[src/rtl/ehl_apb_mem_fill_if.sv]
// ehl_apb_mem_fill_if: APB bus between the fill/check master and the SPRAM slave
interface ehl_apb_mem_fill_if;
    logic [31:0] paddr;
    logic        psel;
    logic        penable;
    logic        pwrite;
    logic [31:0] pwdata;
    logic        pready;
    logic        pslverr;
    logic [31:0] prdata;
    modport master (output paddr, psel, penable, pwrite, pwdata, input pready, pslverr, prdata);
    modport slave  (input paddr, psel, penable, pwrite, pwdata, output pready, pslverr, prdata);
endinterface

[src/rtl/ehl_apb_mem_fill.sv]
// ehl_apb_mem_fill: APB master that fills an SPRAM window with a pattern and/or reads it back and counts errors
module ehl_apb_mem_fill #(
    parameter int AWIDTH = 10,
    parameter int CNT_W  = 16
) (
    input  logic               i_pclk,
    input  logic               i_preset,
    input  logic               i_start,
    input  logic               i_abort,
    input  logic [1:0]         i_mode,
    input  logic [1:0]         i_pattern,
    input  logic [AWIDTH-1:0]  i_base_adr,
    input  logic [CNT_W-1:0]   i_num_words,
    input  logic [31:0]        i_seed,
    output logic               o_busy,
    output logic               o_done,
    output logic               o_aborted,
    output logic [CNT_W-1:0]   o_err_cnt,
    output logic [AWIDTH-1:0]  o_first_err_adr,
    ehl_apb_mem_fill_if.master apb
);
    typedef enum logic [1:0] {IDLE, SETUP, ACCESS, DONE} state_t;

    state_t              r_state;
    logic [1:0]          r_pattern;
    logic [AWIDTH-1:0]   r_base;
    logic [CNT_W-1:0]    r_num;
    logic [31:0]         r_seed;
    logic                r_two;
    logic                r_wr;
    logic [CNT_W-1:0]    r_idx;
    logic [AWIDTH-1:0]   r_adr;
    logic                r_psel;
    logic                r_penable;
    logic [31:0]         r_pwdata;
    logic                r_busy;
    logic                r_done;
    logic                r_aborted;
    logic [CNT_W-1:0]    r_err;
    logic [AWIDTH-1:0]   r_first;

    logic                w_err;
    logic                w_last;
    logic                w_sw;
    logic [31:0]         w_exp;
    logic [CNT_W-1:0]    w_nidx;
    logic [AWIDTH-1:0]   w_nadr;
    logic [31:0]         w_nwdata;
    logic [AWIDTH-1:0]   w_base;
    logic                w_swr;
    logic [31:0]         w_swdata;

    // Word value for a given index/address: used both as write data and as read expectation
    function automatic logic [31:0] f_pat(input logic [1:0] p, input logic [31:0] s,
                                          input logic [CNT_W-1:0] idx, input logic [AWIDTH-1:0] adr);
        logic [31:0] a;
        a = 32'(adr);
        return p == 2'd0 ? s : p == 2'd1 ? s + 32'(idx) : p == 2'd2 ? a : ~a;
    endfunction

    // Completion decode and precomputed values for the next word or for a fresh start
    always_comb begin
        w_exp    = f_pat(r_pattern, r_seed, r_idx, r_adr);
        w_err    = r_state == ACCESS && apb.pready && (apb.pslverr || (!r_wr && apb.prdata != w_exp));
        w_last   = r_idx + CNT_W'(1) == r_num;
        w_sw     = w_last && r_wr && r_two;
        w_nidx   = w_sw ? '0 : r_idx + CNT_W'(1);
        w_nadr   = w_sw ? r_base : r_adr + AWIDTH'(4);
        w_nwdata = r_wr && !w_sw ? f_pat(r_pattern, r_seed, w_nidx, w_nadr) : 32'd0;
        w_base   = i_base_adr & ~AWIDTH'(3);
        w_swr    = i_mode == 2'd0 || i_mode == 2'd2;
        w_swdata = w_swr ? f_pat(i_pattern, i_seed, '0, w_base) : 32'd0;
    end

    // Run FSM; every APB and status output is a flop so nothing glitches toward the slave
    always_ff @(posedge i_pclk or posedge i_preset) begin
        if (i_preset) begin
            r_state   <= IDLE;
            r_pattern <= '0;
            r_base    <= '0;
            r_num     <= '0;
            r_seed    <= '0;
            r_two     <= 1'b0;
            r_wr      <= 1'b0;
            r_idx     <= '0;
            r_adr     <= '0;
            r_psel    <= 1'b0;
            r_penable <= 1'b0;
            r_pwdata  <= '0;
            r_busy    <= 1'b0;
            r_done    <= 1'b0;
            r_aborted <= 1'b0;
            r_err     <= '0;
            r_first   <= '0;
        end else begin
            case (r_state)
                IDLE: begin
                    if (i_start) begin
                        r_pattern <= i_pattern;
                        r_base    <= w_base;
                        r_num     <= i_num_words;
                        r_seed    <= i_seed;
                        r_two     <= i_mode == 2'd2;
                        r_err     <= '0;
                        r_first   <= '0;
                        r_aborted <= 1'b0;
                        r_idx     <= '0;
                        if (i_num_words != '0) begin
                            r_wr     <= w_swr;
                            r_adr    <= w_base;
                            r_pwdata <= w_swdata;
                            r_psel   <= 1'b1;
                            r_busy   <= 1'b1;
                            r_state  <= SETUP;
                        end else begin
                            r_done  <= 1'b1;
                            r_state <= DONE;
                        end
                    end
                end
                SETUP: begin
                    r_penable <= 1'b1;
                    r_state   <= ACCESS;
                end
                ACCESS: begin
                    if (apb.pready) begin
                        if (w_err) begin
                            r_err <= r_err + CNT_W'(r_err != '1);
                            if (r_err == '0)
                                r_first <= r_adr;
                        end
                        r_penable <= 1'b0;
                        if (i_abort || (w_last && !w_sw)) begin
                            r_psel    <= 1'b0;
                            r_busy    <= 1'b0;
                            r_done    <= 1'b1;
                            r_aborted <= i_abort;
                            r_state   <= DONE;
                        end else begin
                            r_idx    <= w_nidx;
                            r_adr    <= w_nadr;
                            r_pwdata <= w_nwdata;
                            r_wr     <= r_wr && !w_sw;
                            r_state  <= SETUP;
                        end
                    end
                end
                default: begin
                    r_done  <= 1'b0;
                    r_state <= IDLE;
                end
            endcase
        end
    end

    assign apb.paddr       = {{(32-AWIDTH){1'b0}}, r_adr};
    assign apb.psel        = r_psel;
    assign apb.penable     = r_penable;
    assign apb.pwrite      = r_wr;
    assign apb.pwdata      = r_pwdata;
    assign o_busy          = r_busy;
    assign o_done          = r_done;
    assign o_aborted       = r_aborted;
    assign o_err_cnt       = r_err;
    assign o_first_err_adr = r_first;
endmodule

[src/flat_wrapper.sv]
// flat-port wrapper written by rule: the top's interface ports become plain ports
module ehl_apb_mem_fill_flat 
#(
    parameter int AWIDTH = 10,
    parameter int CNT_W  = 16
)
  (i_pclk, i_preset, i_start, i_abort, i_mode, i_pattern, i_base_adr, i_num_words, i_seed, o_busy, o_done, o_aborted, o_err_cnt, o_first_err_adr, apb_paddr, apb_psel, apb_penable, apb_pwrite, apb_pwdata, apb_pready, apb_pslverr, apb_prdata);
  ehl_apb_mem_fill_if apb_i ();
  input  logic i_pclk;
  input  logic i_preset;
  input  logic i_start;
  input  logic i_abort;
  input  logic [1:0] i_mode;
  input  logic [1:0] i_pattern;
  input  logic [AWIDTH-1:0] i_base_adr;
  input  logic [CNT_W-1:0] i_num_words;
  input  logic [31:0] i_seed;
  output logic o_busy;
  output logic o_done;
  output logic o_aborted;
  output logic [CNT_W-1:0] o_err_cnt;
  output logic [AWIDTH-1:0] o_first_err_adr;
  output wire logic [$bits(apb_i.paddr)-1:0] apb_paddr;
  output wire logic [$bits(apb_i.psel)-1:0] apb_psel;
  output wire logic [$bits(apb_i.penable)-1:0] apb_penable;
  output wire logic [$bits(apb_i.pwrite)-1:0] apb_pwrite;
  output wire logic [$bits(apb_i.pwdata)-1:0] apb_pwdata;
  input wire logic [$bits(apb_i.pready)-1:0] apb_pready;
  input wire logic [$bits(apb_i.pslverr)-1:0] apb_pslverr;
  input wire logic [$bits(apb_i.prdata)-1:0] apb_prdata;
  assign apb_paddr = apb_i.paddr;
  assign apb_psel = apb_i.psel;
  assign apb_penable = apb_i.penable;
  assign apb_pwrite = apb_i.pwrite;
  assign apb_pwdata = apb_i.pwdata;
  assign apb_i.pready = apb_pready;
  assign apb_i.pslverr = apb_pslverr;
  assign apb_i.prdata = apb_prdata;
  ehl_apb_mem_fill #(.AWIDTH(AWIDTH), .CNT_W(CNT_W)) u_core (.i_pclk(i_pclk), .i_preset(i_preset), .i_start(i_start), .i_abort(i_abort), .i_mode(i_mode), .i_pattern(i_pattern), .i_base_adr(i_base_adr), .i_num_words(i_num_words), .i_seed(i_seed), .o_busy(o_busy), .o_done(o_done), .o_aborted(o_aborted), .o_err_cnt(o_err_cnt), .o_first_err_adr(o_first_err_adr), .apb(apb_i));
endmodule
[config.mk]
export PLATFORM = sky130hd
export DESIGN_NAME = ehl_apb_mem_fill_flat
export DESIGN_NICKNAME = d
export VERILOG_FILES = /design/src/rtl/ehl_apb_mem_fill_if.sv /design/src/rtl/ehl_apb_mem_fill.sv /design/src/flat_wrapper.sv
export SDC_FILE = /design/constraint.sdc
export NUM_CORES = 1
export LEC_CHECK = 0
export CAP_MARGIN = 5
export CORE_MARGIN = 5
export CORE_UTILIZATION = 40
export DETAILED_ROUTE_END_ITERATION = 10
export REMOVE_ABC_BUFFERS = 1
export SLEW_MARGIN = 25
export SYNTH_ARGS = -nofsm -noshare
export SYNTH_HDL_FRONTEND = slang
export SYNTH_SLANG_ARGS = --single-unit
export TNS_END_PERCENT = 50
[constraint.sdc]
create_clock -name i_pclk -period 5.65 [get_ports i_pclk]
set_input_delay 1.13 -clock i_pclk [delete_from_list [all_inputs] [get_ports i_pclk]]
set_output_delay 1.13 -clock i_pclk [all_outputs]
set_load 0.01 [all_outputs]
=== Yosys cells after proc, flatten, opt, wreduce, memory -nomap -nowiden ===
Cells that the tools add are included.

* Logic and storage cells: 134
* Output and inout bits: 96
* Flip-flop bits (word level): 150
* Input bits: 100

* Reductions and logical operators: 30
* Add/sub/neg operators: 5
* Bitwise gates (word level): 4
* Equal/unequal tests: 18
* Mux-type cells: 61

{| class="wikitable"
|+ Operator list
! operator !! count
|-
| $mux 32 || 15
|-
| $mux 16 || 6
|-
| $not 10->32 || 3
|-
| $mux 10 || 9
|-
| $add 32x16->32 || 2
|-
| $pmux 16 s2 || 2
|-
| $pmux 32 s2 || 1
|-
| $pmux 10 s2 || 2
|-
| $ne 32x32->1 || 1
|-
| $reduce_and 5->1 || 4
|-
| $add 16x1->16 || 1
|-
| $add 16x1->16 const B || 1
|-
| $eq 16x16->1 || 1
|-
| $logic_not 16->1 || 1
|-
| $mux 1 || 16
|-
| $ne 16x16->1 const B || 1
|-
| $reduce_bool 16->1 || 1
|-
| $ne 2x2->1 const B || 6
|-
| $reduce_and 4->1 || 3
|-
| $add 10x3->10 const B || 1
|-
| $eq 2x2->1 const B || 4
|-
| $logic_not 2->1 || 4
|-
| $mux 2 || 4
|-
| $pmux 1 s2 || 4
|-
| 10 further kinds || 25
|}

=== Longest topological paths before layout ===
Gate-level depths: netlist (run 1).

* Depth in word-level cells: 13
* Depth in mapped cells: 29
* Gate-level depth less buffers: 23

=== Least setup slack after synthesis (run 1) ===
OpenSTA, ideal clock, no wires.

* Path kind: register to register
* Start: register u_core.r_idx[1]
* End: register u_core.r_pwdata[26] (netlist: u_core.apb.pwdata[26])
* Stages on the path, launching flop included: 29
* Setup time: 0.104 ns
* Data required time: 5.546 ns
* Arrival: 5.890 ns
* Setup slack: -0.344 ns
* Period minus slack after synthesis: 5.994 ns
* Buffers on the path: 5
* Cell sequence: dfrtp_1 > ha_1 > buf_2 > and4_1 > buf_2 > nand2_1 > xor2_1 > a221oi_1 > and4_1 > and3_1 > buf_4 > buf_4 > clkbuf_1 > nor2_1 > ha_1 > fa_1 > nand3_1 > nand2_1 > a31o_2 > maj3_1 > a21oi_1 > a2bb2oi_1 > nor4_1 > o31a_1 > a31o_1 > a2111oi_4 > nor2_1 > and4_4 > o41ai_2

* Cells in the longest elaborated chain, start to end: 12
* Elaborated cells on any way between the ends: 18
* Classes of those cells: add/sub: 2; eq/ne: 2; mux: 7; reduce/logical: 7

{| class="wikitable"
|+ RTL lines
! item !! line !! source
|-
| start, declared || ehl_apb_mem_fill.sv:31 || <nowiki>logic [CNT_W-1:0] r_idx;</nowiki>
|-
| start signal, assigned || ehl_apb_mem_fill.sv:140 || <nowiki>r_idx <= w_nidx;</nowiki>
|-
| $add 16x1->16 * || ehl_apb_mem_fill.sv:65, ehl_apb_mem_fill.sv:67 ||
|-
| $eq 16x16->1 || ehl_apb_mem_fill.sv:65 || <nowiki>w_last = r_idx + CNT_W'(1) == r_num;</nowiki>
|-
| $logic_and 1x1->1 (2 in series) || ehl_apb_mem_fill.sv:66 || <nowiki>w_sw = w_last && r_wr && r_two;</nowiki>
|-
| $mux 16 || ehl_apb_mem_fill.sv:67 || <nowiki>w_nidx = w_sw ? '0 : r_idx + CNT_W'(1);</nowiki>
|-
| $add 32x16->32 || ehl_apb_mem_fill.sv:58 || <nowiki>return p == 2'd0 ? s : p == 2'd1 ? s + 32'(idx) : p == 2'd2 ? a : ~a;</nowiki>
|-
| $mux 32 (2 in series) || ehl_apb_mem_fill.sv:58 ||
|-
| $mux 32 || ehl_apb_mem_fill.sv:69 || <nowiki>w_nwdata = r_wr && !w_sw ? f_pat(r_pattern, r_seed, w_nidx, w_nadr) : 32'd0;</nowiki>
|-
| $mux 32 || ehl_apb_mem_fill.sv:133 || <nowiki>if (i_abort || (w_last && !w_sw)) begin</nowiki>
|-
| $mux 32 || ehl_apb_mem_fill.sv:126 || <nowiki>if (apb.pready) begin</nowiki>
|-
| $pmux 32 s2 || ehl_apb_mem_fill.sv:96 || <nowiki>case (r_state)</nowiki>
|-
| end signal, assigned || ehl_apb_mem_fill.sv:111 || <nowiki>r_pwdata <= w_swdata;</nowiki>
|-
| end signal, assigned || ehl_apb_mem_fill.sv:142 || <nowiki>r_pwdata <= w_nwdata;</nowiki>
|-
| end, declared || ehl_apb_mem_fill.sv:35 || <nowiki>logic [31:0] r_pwdata;</nowiki>
|}

Mark *: on every way between the ends. The rest lies on a longest branch, timed or not. The select of a mux whose other input is x is not followed.
A chain may end at the register's enable or synchronous reset.

=== Worst setup path after layout (run 1) ===
* Start: register u_core.r_idx[4]
* End: register u_core.r_pwdata[18] (netlist: u_core.apb.pwdata[18])

Same word-level chain as after synthesis.

==> impl_metrics.yaml, run 1 <==
synthesis:
  synth_fa_ha_area_share_pct: 3.82
  syn_avg_cell_area_um2: 7.52
  ys.flop_type: "dfrtp_1"
  synth_edf_count: 0
  synth_compound_area_share_pct: 26.2
  synth-seq-cells: 150
  ys_seq_area_share_pct: 29.2
  async_flop_share_pct: 100
  ys_warn_count: 0
  synth_top_family_by_area: "simple AND/OR/NAND/NOR gates"
  synth_area_mm2: 0.0129
  muxShareOfSynthArea_pct: 1.73
  yosys.area_share.simple_pct: 27.0
  synth_xor_area_share_pct: 5.58
  synthCells: 1710
  synth_cell_types: 93
critical_path:
  required_ns: 6.04
  critPathMaxFanout: 6
  rrSetupSlack_ns: 0.13
  arrival_ns: 5.91
  critPathCaptureType: "flop"
  critPathKind: "flop to flop"
  startpoint_type: "flop"
final_layout:
  final_nets: 2028
  layout_common_cells: "269 x nand2_1, 171 x clkdlybuf4s50_1, 143 x dfrtp_1"
  area_growth_syn_to_layout_pct: 26.7
  stdcell_area_mm2: 0.0163
  layout_commonest_cell: "nand2_1"
  diodes: 0
  layout-drive-gt1-share_pct: 12.7
  utilization_pct: 51.5
die:
  row_count: 65
  dieHeight_um: 189
  die_w_um: 189
  io-pin-count: 196
  initial_core_util_pct: 40.7
  die_area_mm2: 0.0359
  core_area_mm2: 0.0316
sta:
  post-route-period-util_pct: 97.7
  hold_viol: 0
  timing.hold.ws_ns: 0.479
  setup_viol: 0
  tightest_slew_ns: 1.08
  period_needed_ns: 5.52
  max_freq_mhz: 181
  fin_setup_tns_ns: 0
  slew_violations: 0
  slew_headroom_pct: 27.6
  fin_skew_ns: 0.0150
  rsz0062_at_grt: "yes"
global_routing:
  grt_max_degree: 85
  grt_first_pass_wirelength_um: 79000
  grtUsageTotal_pct: 27.9
  grt-ovfl-total: 0
  grt_pass1_vias: 13340
  antenna_found_initial: 2
power:
  cellPowerDensity_mw_per_mm2: 456
  leakagePower_nw: 6.92
  irDropWorstVdd_v: 0.000403
clock_tree:
  cts_buffers: 17
  clock-sinks: 150
  cts_tree: "built"
  clk_pin_slew_ns: 0.08
  clkLatencyLatePin_ns: 0.46
  cts_root_buf: "clkbuf_16"
  clockBufferDepth: 2
  htreeDepth: 4
drt:
  wirelength_um: 51500
  via_per_inst: 6.02
  drt_iter0_drc: 1123
  wl_per_cell_um: 22.3
  firstDrtPassIters: 5
  vias: 13903
  drc: 0
  antenna_left: 0
placed_design:
  dpl-instance-area_mm2: 0.0154
  place_hpwl_um: 38400
  port_buffers: 171
  gp_congestion: 1.00
hold_path:
  min_path_type: "flop to flop"
run:
  maxCapViolCount: 0
status:
  status: "completed"
-- path summary, 6_finish.rpt --
kind                             startpoint               endpoint  cells after the start
hold / removal             u_core.r_base[7]       u_core.r_base[7]                      2
setup / recovery            u_core.r_idx[4]  u_core.apb.pwdata[18]                     24
min in group asynchronous          i_preset       u_core.r_base[6]                      2
setup reg to reg            u_core.r_idx[4]  u_core.apb.pwdata[18]                     24
hold reg to reg            u_core.r_base[7]       u_core.r_base[7]                      2
max in group asynchronous          i_preset      u_core.r_seed[15]                      3
-- cells by family (layout without fill, tap and decap cells) --
group / Yosys count / after routing
DFF: 150 / 150
and+or+nand+nor: 703 / 703
adders and majority gates: 39 / 39
muxes: 22 / 22
other: 1 / 22
xor gates and xnor gates: 82 / 82
AOI/OAI and AO/OA: 524 / 524
buffers and inverters: 189 / 365
-- Yosys cell counts (all sizes together), types with 21 or more instances --
| cell | instances | share of area (%) |
|---|---|---|
| a21o | 21 | 1.2 |
| xnor2 | 57 | 3.9 |
| a31oi | 34 | 1.7 |
| inv | 36 | 1.1 |
| ha | 32 | 3.1 |
| clkbuf | 102 | 3.0 |
| nor2b | 22 | 1.1 |
| xor2 | 25 | 1.7 |
| dfrtp | 150 | 29 |
| nor3 | 47 | 1.9 |
| and3 | 24 | 1.2 |
| nor4 | 25 | 1.7 |
| or3 | 23 | 1.1 |
| nand2b | 21 | 1.1 |
| nand2 | 271 | 7.9 |
| a21oi | 138 | 5.4 |
| nand3 | 55 | 2.2 |
| nor2 | 134 | 3.9 |
| buf | 51 | 2.5 |
| o21ai | 140 | 5.4 |
| nand4 | 27 | 1.7 |
| o31ai | 25 | 1.5 |
-- sequential cells by signal (all words and copies together), names as in the netlist --
| register | cells |
|---|---|
| u_core.r_base | 8 |
| u_core.o_first_err_adr | 10 |
| u_core.o_err_cnt | 16 |
| u_core.apb.psel | 1 |
| u_core.r_num | 16 |
| u_core.apb.pwrite | 1 |
| u_core.apb.pwdata | 32 |
| u_core.r_seed | 32 |
| u_core.o_done | 1 |
| u_core.o_aborted | 1 |
| u_core.r_two | 1 |
| u_core.apb.penable | 1 |
| u_core.r_idx | 16 |
| u_core.r_pattern | 2 |
| u_core.r_state | 2 |
| u_core.r_adr | 10 |
-- per-layer routing --
layer | GRT usage, % | wire length (um) | vias up
met4 | 7.76 | 1370 | 4
li1 | - | - | 6520
met5 | 0 | 21 | -
met1 | 36.8 | 22300 | 6723
met2 | 46.6 | 24400 | 564
met3 | 5.92 | 3430 | 92
-- what timing repair did --
item,CTS,global route
hold buffers,0,0
gates resized for setup,14,44
setup endpoints to repair,8,17
buffers inserted,1,11
pin swaps,4,27
-- final cells by class --
type | count | area [um2]
fillers | 3119 | 15300
multi-input cells | 1392 | 8600
flip-flops and latches | 150 | 3760
repair buffers | 297 | 2740
well taps | 402 | 503
clock buffers | 18 | 439
inverters | 36 | 140
clock inverters | 14 | 115
-- through the flow --
step / instances / total power (W) / setup slack [ns]
floorplan: 1578 / 0.00428 / -0.581
global placement: 2265 / 0.00611 / -0.126
detailed placement: 2265 / 0.00616 / -0.207
CTS: 2298 / 0.00732 / 0.0126
global route: 2309 / 0.00794 / -0.113
finish: 2309 / 0.00744 / 0.128
-- worst max-delay path, stage by stage (launching register included) --
cell and delay [ns]:
dfrtp_2 0.47, buf_4 0.18, or3_1 0.37, a21oi_2 0.16
nor3_2 0.06, nor4b_2 0.30, and4_4 0.29, and3_4 0.22
nor2_4 0.05, ha_4 0.16, fa_2 0.36, nand3_2 0.07
nand2_2 0.06, a31o_4 0.23, maj3_2 0.36, nor3_4 0.20
a2bb2oi_2 0.20, nor4_2 0.05, o31a_1 0.32, a31o_1 0.24
a2111oi_4 0.42, buf_4 0.21, nor3_4 0.04, nor4b_2 0.29
o22a_1 0.15
-- power breakdown --
part / leakage [nW] / total, W / internal [W] / switching [W]
Combinational: 4.72 / 0.00430 / 0.00174 / 0.00257
Sequential: 1.92 / 0.00201 / 0.00146 / 0.000553
Clock: 0.276 / 0.00113 / 0.000586 / 0.000542
No activity file was read; power rests on OpenSTA's default activity.
==> inputs of run 2 (changes only) <==
--- a/config.mk
+++ b/config.mk
@@ -7,7 +7,7 @@
 export LEC_CHECK = 0
 export CAP_MARGIN = 5
 export CORE_MARGIN = 5
-export CORE_UTILIZATION = 40
+export CORE_UTILIZATION = 25
 export DETAILED_ROUTE_END_ITERATION = 10
 export REMOVE_ABC_BUFFERS = 1
 export SLEW_MARGIN = 25
==> run 2 against run 1 <==
  * Power up 3.7%
  * Critical path depth up 4
  * Clock-buffer cell count down 1
==> impl_metrics.yaml, run 2 (same netlist as run 1, synthesis figures left out) <==
drt:
  drc: 0
  firstDrtPassIters: 8
  wirelength_um: 55300
  via_per_inst: 5.41
  drt_iter0_drc: 1252
  wl_per_cell_um: 21.2
  vias: 14075
  antenna_left: 0
placed_design:
  gp_congestion: 0.946
  place_hpwl_um: 41500
  dpl-instance-area_mm2: 0.0159
  port_buffers: 171
  pre_cts_ws_ns: -0.203
critical_path:
  reg2reg_depth: 28
  critPathMaxFanout: 7
  endpoint: "u_core.apb.pwdata[30]"
  arrival_ns: 5.83
  critPathLaunch: "u_core.r_idx[0]"
  timing.rr.start: "u_core.r_idx[0]"
  rrSetupSlack_ns: 0.15
  critPathKind: "flop to flop"
  r2r_end: "u_core.apb.pwdata[30]"
  required_ns: 5.98
  cp_slowest_cell: "dfrtp_1"
  startpoint_type: "flop"
  slowest_delay_ns: 0.42
  critPathCaptureType: "flop"
  path_common_cell: "buf_6"
sta:
  post-route-period-util_pct: 97.4
  fin_skew_ns: 0.0172
  slew_headroom_pct: 31.0
  rsz0062_at_grt: "yes"
  hold_viol: 0
  tightest_slew_ns: 1.03
  layout_setup_ws_ns: 0.146
  setup_viol: 0
  slew_violations: 0
  period_needed_ns: 5.50
  max_freq_mhz: 182
  fin_setup_tns_ns: 0
die:
  core_area_mm2: 0.0512
  row_count: 83
  initial_core_util_pct: 25.1
  die_area_mm2: 0.0561
  dieHeight_um: 237
  io-pin-count: 196
  die_w_um: 237
clock_tree:
  clk_pin_slew_ns: 0.07
  cts_buffers: 17
  clock-sinks: 150
  cts_hold_buf: 0
  clockBufferDepth: 2
  cts_root_buf: "clkbuf_16"
  clkLatencyLatePin_ns: 0.46
  htreeDepth: 4
  cts_tree: "built"
power:
  pwr-share-clk_pct: 17.9
  irDropWorstVdd_v: 0.000409
  seqPwrFrac_pct: 26.6
  switching_share_pct: 48.2
  leakagePower_nw: 7.06
  p_int_w: 0.00400
  switchingPower_w: 0.00372
  combPwrFrac_pct: 55.5
  cellPowerDensity_mw_per_mm2: 459
global_routing:
  grt_max_degree: 88
  antenna_found_initial: 2
  grt-ovfl-total: 0
  grtUsageTotal_pct: 19.0
  grt_first_pass_wirelength_um: 83800
  grt_pass1_vias: 13532
hold_path:
  min_path_type: "flop to flop"
final_layout:
  utilization_pct: 32.8
  final_nets: 2045
  area_growth_syn_to_layout_pct: 30.6
  stdcell_area_mm2: 0.0168
  diodes: 0
  layout_commonest_cell: "nand2_1"
  layout_common_cells: "270 x nand2_1, 171 x clkdlybuf4s50_1, 144 x dfrtp_1"
  layout-drive-gt1-share_pct: 13.0
  n_fill_cell: 5431
status:
  status: "completed"
run:
  maxCapViolCount: 0
-- run 2: changes by cell type in the layout (fill, tap and decap cells not counted), moves of 3 or more --
cell       delta
a21oi_2       -3
buf_12        -3
buf_4        +20
bufinv_16     +5
clkinv_2      -3
clkinv_8      +3
ha_4          -3
nor2_4        -3
-- run 2: cell type report --
class / count / area [um2] / share of cell area [%]
clock inverters: 15 / 265 / 1.58
multi-input cells: 1392 / 8540 / 50.8
well taps: 680 / 851 / 5.06
repair buffers: 314 / 2830 / 16.8
inverters: 36 / 140 / 0.834
flip-flops and latches: 150 / 3760 / 22.4
clock buffers: 17 / 425 / 2.53
-- run 2: how the worst min path moves through the flow --
stage                     startpoint               endpoint  slack [ns]  cells after the start
2_1_floorplan       u_core.r_base[3]       u_core.r_base[3]        0.44                      2
5_1_grt             u_core.r_base[7]       u_core.r_base[7]        0.51                      2
3_3_place_gp        u_core.r_base[4]       u_core.r_base[4]        0.46                      2
6_report       u_core.apb.pwdata[27]  u_core.apb.pwdata[27]        0.48                      2
4_1_cts             u_core.r_base[3]       u_core.r_base[3]        0.49                      2
3_5_place_dp        u_core.r_base[3]       u_core.r_base[3]        0.47                      2
-- run 2: timing repair --
item / 4_1_cts / 5_1_grt
setup buffers: 2 / 6
gates resized for setup: 13 / 32
pin swaps: 3 / 19
setup endpoints to repair: 9 / 20
-- run 2: power by group through the flow --
stage	Clock, W	Sequential (W)	Combinational (W)
finish	0.00138	0.00205	0.00428
floorplan	0	0.00203	0.00225
global route	0.00145	0.00209	0.00469
global placement	0	0.00204	0.00411
detailed placement	0	0.00204	0.00416
CTS	0.00141	0.00203	0.00419
-- run 2: worst max-delay path, delay by kind of cell (launching register included) --
kind / cells / cell delay [ns]
AO/OA/AOI/OAI: 8 / 1.05
adder cells (fa/ha/maj): 4 / 1.08
buffers and inverters: 6 / 0.81
flip-flops: 1 / 0.42
AND/OR/NAND/NOR: 10 / 1.99
-- run 2: routing by layer --
layer	vias to the layer above	part of all wire (%)	GRT usage, %
met4	2	1.6	3.80
met2	586	45	30.1
li1	6572	-	-
met1	6858	45	26.8
met5	-	0.024	0
met3	57	7.6	4.08
-- run 2: metrics by stage --
stage                     hold slack [ns]  power [W]  std cells
final                               0.483    0.00772       2604
after global routing                0.508    0.00823       2604
after CTS                           0.486    0.00763       2599
after detailed placement            0.467    0.00620       2565
after global placement              0.458    0.00615       2565
after floorplan                     0.445    0.00428       1578
